==> src/rtl/serial_rx_hs.sv <==
// rtl/serial_rx_hs.sv - one-bit-per-clock serial receiver with active-low data-available handshake
module serial_rx_hs #(
    parameter int N = 8
) (
    input  logic         clock,
    input  logic         reset,
    input  logic         rxd,
    input  logic         rfd,
    output logic         dav_,
    output logic [N-1:0] data,
    output logic         ferr,
    output logic         ovr
);
    typedef enum logic [1:0] {R_IDLE, R_DATA, R_STOP} rx_state_t;
    typedef enum logic [1:0] {O_EMPTY, O_FULL, O_ACK} out_state_t;

    rx_state_t  r_rx_state;
    out_state_t r_out_state;
    logic [N-1:0] r_cnt;
    logic [N-1:0] r_shift;
    logic [N-1:0] r_data;
    logic         r_dav_n;
    logic         r_ferr;
    logic         r_ovr;

    logic w_load;

    // A byte is only taken when the holding register is empty before this edge.
    assign w_load = (r_rx_state == R_STOP) && rxd && (r_out_state == O_EMPTY);

    always_ff @(posedge clock or posedge reset) begin
        if (reset) begin
            r_rx_state <= R_IDLE;
            r_cnt      <= '0;
            r_shift    <= '0;
            r_ferr     <= 1'b0;
            r_ovr      <= 1'b0;
        end else begin
            r_ferr <= 1'b0;
            case (r_rx_state)
                R_IDLE: begin
                    if (!rxd) begin
                        r_rx_state <= R_DATA;
                        r_cnt      <= '0;
                    end
                end
                R_DATA: begin
                    r_shift <= {rxd, r_shift[N-1:1]};
                    if (r_cnt == N'(N - 1)) begin
                        r_rx_state <= R_STOP;
                    end else begin
                        r_cnt <= r_cnt + 1'b1;
                    end
                end
                R_STOP: begin
                    r_rx_state <= R_IDLE;
                    r_cnt      <= '0;
                    if (!rxd) begin
                        r_ferr <= 1'b1;
                    end else if (r_out_state != O_EMPTY) begin
                        r_ovr <= 1'b1;
                    end
                end
                default: begin
                    r_rx_state <= R_IDLE;
                    r_cnt      <= '0;
                end
            endcase
        end
    end

    always_ff @(posedge clock or posedge reset) begin
        if (reset) begin
            r_out_state <= O_EMPTY;
            r_dav_n     <= 1'b1;
            r_data      <= '0;
        end else begin
            case (r_out_state)
                O_EMPTY: begin
                    if (w_load) begin
                        r_out_state <= O_FULL;
                        r_dav_n     <= 1'b0;
                        r_data      <= r_shift;
                    end
                end
                O_FULL: begin
                    if (!rfd) begin
                        r_out_state <= O_ACK;
                        r_dav_n     <= 1'b1;
                    end
                end
                O_ACK: begin
                    if (rfd) begin
                        r_out_state <= O_EMPTY;
                    end
                end
                default: begin
                    r_out_state <= O_EMPTY;
                    r_dav_n     <= 1'b1;
                end
            endcase
        end
    end

    assign dav_ = r_dav_n;
    assign data = r_data;
    assign ferr = r_ferr;
    assign ovr  = r_ovr;
endmodule

==> config.mk <==
export PLATFORM = sky130hd
export DESIGN_NAME = serial_rx_hs
export DESIGN_NICKNAME = d
export VERILOG_FILES = /design/src/rtl/serial_rx_hs.sv
export SDC_FILE = /design/constraint.sdc
export NUM_CORES = 1
export LEC_CHECK = 0
export CORE_MARGIN = 2
export CORE_UTILIZATION = 54
export DETAILED_ROUTE_END_ITERATION = 7
export GPL_TIMING_DRIVEN = 0
export PLACE_DENSITY = 0.77
export SKIP_LAST_GASP = 1
export SLEW_MARGIN = 20
export SYNTH_ARGS = -nofsm -noshare
export SYNTH_HDL_FRONTEND = slang
export SYNTH_SLANG_ARGS = --single-unit
==> constraint.sdc <==
create_clock -name clock -period 2 [get_ports clock]
set_clock_uncertainty 0.15 [all_clocks]
set_input_delay 0.2 -clock clock [delete_from_list [all_inputs] [get_ports clock]]
set_output_delay 0.2 -clock clock [all_outputs]
set_load 0.02 [all_outputs]
==> qor.yml <==
outcome: "completed"
vias: 993
vias_per_cell: 5.55
drive_gt1_frac: 0.154
cts_root_buf: "clkbuf_4"
hold_viol: 0
cp.depth: 1
drtIter0Drc: 22
track_usage: 0.198
p_leak_uw: 0.000734
clk_pin_slew_ns: 0.10
ys_seq_elements: 31
crit_arrival_ns: 1.49
post-place-cells: 171
cts_inserted_buffers: 5
rsz0062_at_grt: "false"
rows: 18
worstPathRequired_ns: 1.65
critPathLaunch: "dav_$_DFFE_PP1P_"
tightest_slew_ns: 0.641
final.fill_count: 196
top_layer_used: "met4"
synth_top_cell_by_area: "dfrtp_1"
placed_cell_area_sq_um: 1530
r2r_start: "r_cnt[3]$_DFFE_PP0P_"
drcViolationCount: 0
final_area_sq_um: 1590
firstDrtPassIters: 4
tritoncts: "done"
worst_setup_path_end_kind: "primary output"
grt_pass1_wl_microns: 4000
met2_length_microns: 1030
slew_viol_final: 0
portBuffers: 14
cp-endpoint: "dav_"
die_x_microns: 54.0
syn-num-nets: 132
p_per_area_nw_per_um2: 1490
grt_pass1_vias: 932
grt-ovfl-total: 0
synth_seq_area_share: 0.575
setup_viol: 0
totalWireLength_microns: 2390
final-instance-count-excl-fill: 179
max_slew_margin: 0.572
irDropWorstVdd_mv: 1.01
final_cell_mix: "nand2_1 (31), dfrtp_1 (30), clkdlybuf4s50_1 (14)"
clock_path_buffers: 2
area_growth_pct: 18.0
r2r_cells: 4
critPathBufInv: 1
wl_per_cell_microns: 13.3
path_delay_family: "buffers and inverters"
place.gp.congestion: 0.860
hold_class: "input port to asynchronous set/reset pin"
crit_type: "register to primary output"
reg2reg_slack_ns: 0.17
yosys_warnings: 0
slowest_stage: "clkdlybuf4s50_1"
cp_max_fo: 2
wl_met3_microns: 135
die_area_sq_um: 2920
die_y_microns: 54.0
pin_count: 15
crit_chain: "clkdlybuf4s50_1"
hpwl_microns: 1560
async_flop_share: 1.00
finalPower_uw: 2380
synth_top_area_frac: 0.556
period_minus_slack_ns: 1.84
timing.rr.end: "r_cnt[0]$_DFFE_PP0P_"
final_nets: 153
clk-insertion-delay-late_ns: 0.35
met1_length_microns: 1160
max_stage_delay_ns: 0.60
layout_commonest_cell: "nand2_1"
start_util: 0.556
htreeDepth: 2
drv_cap: 0
worstSetupStartpointType: "register"
antenna_left: 0
cts.sinks: 31
antenna_found_initial: 0
fmax_mhz: 545
grt_max_degree: 32
synth_area_sq_um: 1350
yosys_most_used_dff: "dfrtp_1"
fin_crit_sh: 0.918
synth_edf_count: 0
synth.area.top_cells: "dfrtp_1 (56%), nand2_1 (8.6%), mux2_2 (7.5%), nand3_1 (3.0%), dfstp_2 (1.9%)"
syn_avg_cell_area_sq_um: 10.6
coreArea_sq_um: 2430
synthCells: 127
synth_cell_type_count: 34
n_antenna_cell: 0
-- metal layers --
| metal | vias to the layer above | GRT usage |
|---|---|---|
| met5 | - | 0 |
| met2 | 22 | 0.293 |
| met1 | 474 | 0.251 |
| met4 | 0 | 0.104 |
| met3 | 12 | 0.0750 |
| li1 | 485 | - |
-- logic make-up after synthesis --
logic type	count (synthesis)	synth area share
XOR/XNOR	1	0.00648
AND/OR/NAND/NOR	61	0.221
AO/OA/AOI/OAI	16	0.0898
multiplexers	9	0.0750
adder cells (fa/ha/maj)	1	0.00926
buffers and inverters	8	0.0231
flip-flops	31	0.575
-- registers in the layout (all words and copies together) (netlist names) --
register / flops
r_cnt: 8
ferr: 1
data: 8
r_shift: 8
ovr: 1
r_out_state: 2
dav_: 1
r_rx_state: 2
-- Yosys cell counts (2+ instances only) --
cell type / n
a211oi_1: 2
a22o_1: 2
clkbuf_1: 4
dfrtp_1: 30
inv_1: 3
mux2_2: 9
nand2_1: 31
nand2b_1: 2
nand3_1: 8
nor2_1: 4
nor2b_1: 2
nor3_1: 2
nor3b_1: 2
o211ai_1: 3
o21ai_0: 3
or4_1: 2
-- power by group --
| group | total [uW] | leakage, uW | switching, uW | internal, uW |
|---|---|---|---|---|
| clock network | 393 | 0.0000353 | 223 | 170 |
| registers | 1050 | 0.000401 | 174 | 875 |
| logic | 934 | 0.000298 | 499 | 436 |
| total | 2380 | 0.000734 | 896 | 1480 |
-- worst min-delay path by stage --
stage	start	endpoint	slack, ns	cells after the start
6_report	reset	r_out_state[0]$_DFFE_PP0P_	0.10	2
5_1_grt	reset	ferr$_DFF_PP0_	0.18	2
4_1_cts	reset	r_shift[1]$_DFFE_PP0P_	0.12	2
3_5_place_dp	ovr$_DFFE_PP0P_	ovr$_DFFE_PP0P_	0.31	1
3_3_place_gp	r_shift[0]$_DFFE_PP0P_	r_shift[0]$_DFFE_PP0P_	0.31	2
2_1_floorplan	rfd	r_out_state[1]$_DFFE_PP0P_	0.12	1
-- cell type report --
cell class,instances,area [sq um],area share
clock inverter,1,5.00,0.00314
multi-input combinational,88,548,0.344
buffer,5,20.0,0.0126
clock buffer,7,55.1,0.0345
inverter,3,11.3,0.00706
tap,30,37.5,0.0235
sequential,31,777,0.487
timing repair buffer,14,140,0.0879
-- repair_timing --
action / in CTS / in global routing
resized for setup: 0 / 1
hold buffers: 0 / 0
endpoints found under the setup margin: 0 / 6
buffers inserted: 0 / 0
-- through the flow --
| step | hold slack (ns) | worst slack [ns] | setup TNS, ns | util |
|---|---|---|---|---|
| finish | 0.102 | 0.165 | 0 | 0.655 |
| CTS | 0.122 | 0.0516 | 0 | 0.653 |
| floorplan | 0.116 | 0.293 | 0 | - |
| global placement | 0.307 | -0.180 | -1.49 | 0.629 |
| global route | 0.184 | 0.0221 | 0 | 0.655 |
| detailed placement | 0.311 | -0.240 | -2.02 | 0.629 |
Note: power is estimated with default switching activity, not from simulation.
